## src/rtl/sdram_phy.sv

```systemverilog
// rtl/sdram_phy.sv - pin-side SDRAM I/O stage: registered command/data pins, DQ drive enable, read re-timing
module sdram_phy #(
  parameter int DATA_W      = 16,
  parameter int ADDR_W      = 13,
  parameter int BANK_W      = 2,
  parameter int CAS_LATENCY = 2,
  parameter int BURST_LEN   = 1,
  parameter int RD_EXTRA    = 0
) (
  input  logic                clock,
  input  logic                reset,
  input  logic                ctl_cmd_valid,
  input  logic [2:0]          ctl_cmd,
  input  logic [ADDR_W-1:0]   ctl_addr,
  input  logic [BANK_W-1:0]   ctl_bank,
  input  logic [DATA_W/8-1:0] ctl_dqm,
  input  logic                ctl_cke,
  input  logic [DATA_W-1:0]   ctl_wdata,
  output logic [DATA_W-1:0]   ctl_rdata,
  output logic                ctl_rdata_valid,
  output logic                err_conflict,
  output logic                io_sdram_clk,
  output logic                io_sdram_cke,
  output logic                io_sdram_cs_n,
  output logic                io_sdram_ras_n,
  output logic                io_sdram_cas_n,
  output logic                io_sdram_we_n,
  output logic [ADDR_W-1:0]   io_sdram_addr,
  output logic [BANK_W-1:0]   io_sdram_bank,
  output logic [DATA_W/8-1:0] io_sdram_dqm,
  output logic [DATA_W-1:0]   io_sdram_dataOut,
  output logic                io_sdram_output_en,
  input  logic [DATA_W-1:0]   io_dqIn
);
  localparam logic [2:0] CMD_READ  = 3'b101;
  localparam logic [2:0] CMD_WRITE = 3'b100;
  localparam logic [2:0] CMD_DESEL = 3'b111;
  localparam int RD_DLY = 1 + CAS_LATENCY + RD_EXTRA;
  localparam int VLD_W  = RD_DLY + BURST_LEN;
  localparam int BUS_W  = CAS_LATENCY + BURST_LEN + 1;
  localparam int CNT_W  = $clog2(BURST_LEN + 1);
  // Bit p of a window register marks "busy p cycles from now"; reads insert a burst-long run of ones.
  localparam logic [VLD_W-1:0] VLD_INS = {{BURST_LEN{1'b1}}, {RD_DLY{1'b0}}};
  localparam logic [BUS_W-1:0] BUS_INS = {1'b0, {BURST_LEN{1'b1}}, {CAS_LATENCY{1'b0}}};
  localparam logic [BUS_W-1:0] BUS_CHK = {{CAS_LATENCY{1'b0}}, {BURST_LEN{1'b1}}, 1'b0};

  logic              is_read;
  logic              is_write;
  logic [CNT_W-1:0]  wr_left;
  logic [VLD_W-1:0]  vld_sr;
  logic [BUS_W-1:0]  bus_sr;
  logic [DATA_W-1:0] rd_pipe [RD_EXTRA+1];

  assign is_read      = ctl_cmd_valid && (ctl_cmd == CMD_READ);
  assign is_write     = ctl_cmd_valid && (ctl_cmd == CMD_WRITE);
  assign io_sdram_clk = ~clock & ~reset;

  always_ff @(posedge clock or posedge reset) begin
    if (reset) begin
      io_sdram_cke     <= 1'b0;
      io_sdram_cs_n    <= 1'b1;
      io_sdram_ras_n   <= 1'b1;
      io_sdram_cas_n   <= 1'b1;
      io_sdram_we_n    <= 1'b1;
      io_sdram_addr    <= '0;
      io_sdram_bank    <= '0;
      io_sdram_dqm     <= '1;
      io_sdram_dataOut <= '0;
    end else begin
      io_sdram_cke     <= ctl_cke;
      io_sdram_cs_n    <= ~ctl_cmd_valid;
      {io_sdram_ras_n, io_sdram_cas_n, io_sdram_we_n} <= ctl_cmd_valid ? ctl_cmd : CMD_DESEL;
      io_sdram_addr    <= ctl_addr;
      io_sdram_bank    <= ctl_bank;
      io_sdram_dqm     <= ctl_dqm;
      io_sdram_dataOut <= ctl_wdata;
    end
  end

  // A new WRITE reloads the beat count, so back-to-back bursts keep the drive continuous.
  always_ff @(posedge clock or posedge reset) begin
    if (reset) begin
      io_sdram_output_en <= 1'b0;
      wr_left            <= '0;
    end else if (is_write) begin
      io_sdram_output_en <= 1'b1;
      wr_left            <= CNT_W'(BURST_LEN - 1);
    end else if (wr_left != '0) begin
      io_sdram_output_en <= 1'b1;
      wr_left            <= wr_left - CNT_W'(1);
    end else begin
      io_sdram_output_en <= 1'b0;
    end
  end

  // The write drives pins in the next BURST_LEN cycles, i.e. bus_sr bits 1..BURST_LEN before shifting.
  always_ff @(posedge clock or posedge reset) begin
    if (reset) begin
      vld_sr       <= '0;
      bus_sr       <= '0;
      err_conflict <= 1'b0;
      for (int i = 0; i <= RD_EXTRA; i++) rd_pipe[i] <= '0;
    end else begin
      vld_sr <= (vld_sr >> 1) | (is_read ? VLD_INS : '0);
      bus_sr <= (bus_sr >> 1) | (is_read ? BUS_INS : '0);
      if (is_write && |(bus_sr & BUS_CHK)) err_conflict <= 1'b1;
      rd_pipe[0] <= io_dqIn;
      for (int i = 1; i <= RD_EXTRA; i++) rd_pipe[i] <= rd_pipe[i-1];
    end
  end

  assign ctl_rdata_valid = vld_sr[0];
  assign ctl_rdata       = rd_pipe[RD_EXTRA];
endmodule

```

## config.mk

```make
export PLATFORM = sky130hd
export DESIGN_NAME = sdram_phy
export DESIGN_NICKNAME = d
export VERILOG_FILES = /design/src/rtl/sdram_phy.sv
export SDC_FILE = /design/constraint.sdc
export NUM_CORES = 1
export LEC_CHECK = 0
export CORE_ASPECT_RATIO = 1.5
export CORE_MARGIN = 4
export CORE_UTILIZATION = 29
export CTS_CLUSTER_SIZE = 14
export DETAILED_ROUTE_END_ITERATION = 8
export GPL_TIMING_DRIVEN = 0
export PLACE_DENSITY_LB_ADDON = 0.2
export REMOVE_ABC_BUFFERS = 1
export SLEW_MARGIN = 20
export SYNTH_ARGS = -nofsm -noshare
export SYNTH_HDL_FRONTEND = slang
export SYNTH_SLANG_ARGS = --single-unit
```

## constraint.sdc

```tcl
create_clock -name clock -period 4.51 [get_ports clock]
set_input_delay 1.353 -clock clock [delete_from_list [all_inputs] [get_ports clock]]
set_output_delay 1.353 -clock clock [all_outputs]
set_load 0.01 [all_outputs]
```

==> qor.yml, run 1 <==
sta:
  finalSetupTns_ps: 0
  tightest_slew_ps: 709
  hold_viol_final: 0
  slew_violations: 0
  rsz0062_at_grt: "no"
  setup_viol: 0
  skew_ps: 2.17
  setup_slack_ps: 61.5
  hold_slack_ps: 351
  relSlewSlack_pct: 52.8
route:
  initialDrtViolationCount: 39
  drc: 0
  viasPerCell: 3.93
  drtPass1Iterations: 3
  num_vias: 1062
  ant_nets: 0
  wl_um: 4010
  wl_per_cell_um: 14.9
die:
  ios: 114
  dieHeight_um: 98.1
  num_rows: 32
  die_w_um: 68.0
  die_area_um2: 6670
  core_um2: 5200
  start_util_pct: 30.1
global_routing:
  grt_overflow_total: 0
  grt_pass1_wl_um: 6020
  grt_pass1_vias: 1233
  grt_antenna_before_repair: 0
  grt_use_total_pct: 13.1
  grt_max_degree: 61
setup_path:
  crit_path_max_fanout: 2
  end_kind: "output pin"
  crit_required_ps: 3160
  setup.worst_path.start_class: "clock port"
  worstSetupPathType: "clock port to output pin"
  crit_arrival_ps: 3100
final_layout:
  post-route-util_pct: 57.5
  fin_cells: 270
  drive_gt1_share_pct: 11.4
  final_common_cell: "clkdlybuf4s50_1"
  syn2layout_area_growth_pct: 90.7
  antenna_cells: 0
  layout.nets: 253
  final_cell_mix: "113 x clkdlybuf4s50_1, 54 x dfrtp_1, 13 x clkbuf_8"
logic_synthesis:
  synth-seq-area-share_pct: 96.2
  synth-seq-cells: 60
  synthTopCellsByArea: "dfrtp_1 86%, dfstp_2 10%, and4bb_2 0.80%"
  syn_inst: 70
  synth_top_cell_area_share_pct: 86.2
  synth_top_cell_by_area: "dfrtp_1"
  synth_area_um2: 1570
  synth_warnings: 0
  yosysUniqueCellTypes: 9
  avgSynthCellArea_um2: 22.4
place:
  place_inst: 251
  place_ws_ps: 312
  detailed_place_hpwl_um: 2950
  numPortBuffers: 113
  place_congestion: 0.678
clock_tree:
  cts_tree: "done"
  cts.clk_slew.worst_paths_ps: 60
  post_cts.repair.setup_buffers: 0
  cts_resized: 0
  hold_buffers: 0
  clock_latency_ps: 430
pwr:
  power_leakage_nw: 1.29
  ir_drop_mv: 0.175
  powerDensity_nw_per_um2: 396
hold_path:
  hold_class: "register to register"
run_status:
  status: "finished clean"
run:
  maxCapViolCount: 0
==> state kept, by name, indices dropped and copies added (netlist names), 2 cells and up <==
register,count
bus_sr,3
io_sdram_addr,13
ctl_rdata,16
io_sdram_bank,2
io_sdram_dataOut,16
io_sdram_dqm,2
==> synth_stat cells, drive strengths merged <==
| library cell | number |
|---|---|
| and4bb | 1 |
| dfrtp | 54 |
| nand2b | 2 |
| or2b | 1 |
| nor2 | 2 |
| nand2 | 1 |
| dfstp | 6 |
| a21o | 1 |
| inv | 2 |
==> critical path: stages <==
cell,delay (ps)
clkbuf_8,110
clkbuf_8,110
nor2_1,70
clkdlybuf4s50_1,540
==> layout make-up <==
class	instances	area, µm²
sequential	60	1510
timing repair buffer	112	1120
inverter	2	10.0
tap	68	85.1
clock inverter	2	10.0
fill	437	2210
multi-input combinational	8	51.3
clock buffer	18	204
==> per-stage QoR <==
stage | instance area [µm²] | total power [mW]
after floorplan | 1570 | 0.614
after global placement | 2780 | 0.727
after detailed placement | 2790 | 0.731
after CTS | 2990 | 1.21
after global routing | 2990 | 1.24
final | 2990 | 1.19
==> layer usage <==
metal,up-vias,GRT usage [%],share of wire [%]
li1,470,-,-
met1,525,11.1,29
met2,58,22.1,59
met3,9,7.13,10
met4,0,9.04,1.5
met5,-,0,0
==> final timing paths <==
kind                                      end       from  cells after the start  slack (ps)
worst min-delay path                vld_sr[0]  bus_sr[0]                      0         350
worst min register to register      vld_sr[0]  bus_sr[0]                      0         350
worst max register to register   err_conflict  bus_sr[1]                      1        3870
max in group asynchronous       ctl_rdata[15]      reset                      2        2620
worst max-delay path             io_sdram_clk      clock                      4          60
min in group asynchronous        ctl_rdata[6]      reset                      2        1430
==> logic make-up after synthesis <==
| group | after synthesis | synth area share [%] |
|---|---|---|
| buf+inv | 2 | 0.479 |
| flops | 60 | 96.2 |
| simple gates | 7 | 2.79 |
| compound gates | 1 | 0.479 |
==> report_power, final <==
part | leakage [nW] | internal [mW] | switching (mW)
registers | 0.704 | 0.567 | 0.00718
clock network | 0.112 | 0.278 | 0.202
logic | 0.473 | 0.0868 | 0.0435
total | 1.29 | 0.932 | 0.253
(Power assumes the default switching activity.)
==> run 2: changes to the inputs <==
--- a/config.mk
+++ b/config.mk
@@ -6,8 +6,6 @@
 export NUM_CORES = 1
 export LEC_CHECK = 0
-export CORE_ASPECT_RATIO = 1.5
 export CORE_MARGIN = 4
 export CORE_UTILIZATION = 29
-export CTS_CLUSTER_SIZE = 14
 export DETAILED_ROUTE_END_ITERATION = 8
 export GPL_TIMING_DRIVEN = 0
==> constraint.sdc (replaced) <==
create_clock -name clock -period 4.51 [get_ports clock]
set_input_delay 1.353 -clock clock [delete_from_list [all_inputs] [get_ports clock]]
set_output_delay 1.353 -clock clock [all_outputs]
set_load 0.05 [all_outputs]
==> qor.yml, run 2 (same netlist as run 1, synthesis figures left out) <==
die:
  start_util_pct: 30.3  # +0.19 points
  die_area_um2: 6650  # -0.37%
  core_um2: 5170  # -0.62%
  die_w_um: 81.5  # +20%
  num_rows: 26  # -19%
  dieHeight_um: 81.5  # -17%
  ios: 114  # unchanged
final_layout:
  final_cell_mix: "112 x clkdlybuf4s50_1, 54 x dfrtp_1, 15 x clkbuf_8"
  antenna_cells: 0  # unchanged
  syn2layout_area_growth_pct: 93.6
  final_common_cell: "clkdlybuf4s50_1"
  layout.nets: 253  # unchanged
  fillers: 397  # -9.2%
  drive_gt1_share_pct: 11.9  # +0.50 points
setup_path:
  r2r_setup_slack_ps: 3880  # about the same
  r2r_cells: 1  # unchanged
  worstSetupPathType: "clock port to output pin"
  cp-startpoint: "clock"
  setup.worst_path.start_class: "clock port"
  cp_cell_sequence: "clkbuf_8 -> clkbuf_8 -> nor2_1 -> dlygate4sd2_1"
  crit_arrival_ps: 3090  # about the same
  crit_path_max_fanout: 2  # unchanged
  cp_top_family: "buffers and inverters"
  end_kind: "output pin"
  crit_top_cell: "clkbuf_8"
  path_depth: 4  # unchanged
  r2r-start: "err_conflict"
  slowest_delay_ps: 530  # about the same
  r2r_end: "err_conflict"
  cp_slowest_cell: "dlygate4sd2_1"
  worst-path-buf-inv: 3  # unchanged
  crit_required_ps: 3160  # about the same
sta:
  slew_violations: 0  # unchanged
  rsz0062_at_grt: "no"
  setup_viol: 0  # unchanged
  relSlewSlack_pct: 54.2  # +1.4 points
  hold_viol_final: 0  # unchanged
  finalSetupTns_ps: 0  # unchanged
  tightest_slew_ps: 687  # -21.4 ps
  setup_slack_ps: 68.2  # +6.61 ps
  skew_ps: 5.50  # +3.33 ps
hold_path:
  whs_endpoint: "vld_sr[0]"
  hold_class: "register to register"
  min_from: "bus_sr[0]"
  hold_depth: 0  # unchanged
pwr:
  powerDensity_nw_per_um2: 449  # +13%
  ir_drop_mv: 0.243  # +39%
  power_leakage_nw: 1.31  # +1.8%
route:
  wl_um: 3790  # -5.4%
  ant_nets: 0  # unchanged
  wl_per_cell_um: 13.9  # -6.1%
  num_vias: 1041  # -2.0%
  viasPerCell: 3.83  # -2.7%
  drtPass1Iterations: 2  # -1
  drc: 0  # unchanged
  initialDrtViolationCount: 26  # -33%
global_routing:
  grt_pass1_wl_um: 5800  # -3.7%
  grt_overflow_total: 0  # unchanged
  grt_max_degree: 61  # unchanged
  grt_antenna_before_repair: 0  # unchanged
  grt_pass1_vias: 1165  # -5.5%
  grt_use_total_pct: 12.9  # -0.22 points
place:
  numPortBuffers: 113  # unchanged
  place_congestion: 0.676  # -0.34%
  detailed_place_hpwl_um: 2830  # -4.0%
  place_ws_ps: 44.6  # -267 ps
run_status:
  status: "finished clean"
clock_tree:
  clock_latency_ps: 420  # about the same
  hold_buffers: 0  # unchanged
  cts.clk_slew.worst_paths_ps: 60  # about the same
  cts_tree: "done"
run:
  maxCapViolCount: 0  # unchanged
## run 2: cell types whose count changed in the layout (fill, tap and decap cells not counted), sizes merged
cell,before,now
bufinv,0,1
dlygate4sd2,0,1
clkdlybuf4s50,113,112
clkbuf,17,18
clkinv,2,0
## run 2: how the worst max path moves through the flow
stage	slack, ps	end
floorplan	260	io_sdram_clk
global placement	50	io_sdram_clk
detailed placement	40	io_sdram_clk
CTS	50	io_sdram_clk
global route	10	io_sdram_clk
finish	70	io_sdram_clk
## run 2: what timing repair did
item / 4_1_cts / 5_1_grt
setup endpoints to repair: 1 / 0
resized for setup: 1 / 0
setup buffers: 0 / 0
## run 2: power breakdown
part	internal, mW	switching (mW)	leakage (nW)	total, mW
clock	0.363	0.214	0.134	0.577
combinational	0.0865	0.125	0.473	0.212
sequential	0.567	0.00737	0.704	0.575
total	1.02	0.346	1.31	1.36
## run 2: metal layers
metal / track usage, % / routed length [µm] / vias up
met2: 20.5 / 1900 / 75
li1: - / - / 470
met1: 12.8 / 1320 / 483
met5: 0 / 0 / -
met3: 5.81 / 434 / 13
met4: 11.0 / 132 / 0
## run 2: cell type report
cell class                      instances  area (µm²)  share of cell area (%)
Sequential cell                        60        1510                    49.7
Timing Repair Buffer                  112        1120                    36.9
Multi-Input combinational cell          8        51.3                    1.69
Tap cell                               70        87.6                    2.89
Inverter                                2        10.0                   0.330
Clock inverter                          1        30.0                   0.989
Clock buffer                           19         226                    7.46
## run 2: metrics by stage
step / util, % / power, mW / hold slack [ps] / std cells / cell area, µm²
floorplan: - / 0.711 / 331 / 70 / 1570
global placement: 53.9 / 0.824 / 334 / 253 / 2790
detailed placement: 53.9 / 0.827 / 335 / 253 / 2790
CTS: 58.7 / 1.39 / 345 / 272 / 3040
global route: 58.7 / 1.42 / 369 / 272 / 3040
finish: 58.7 / 1.36 / 341 / 272 / 3040
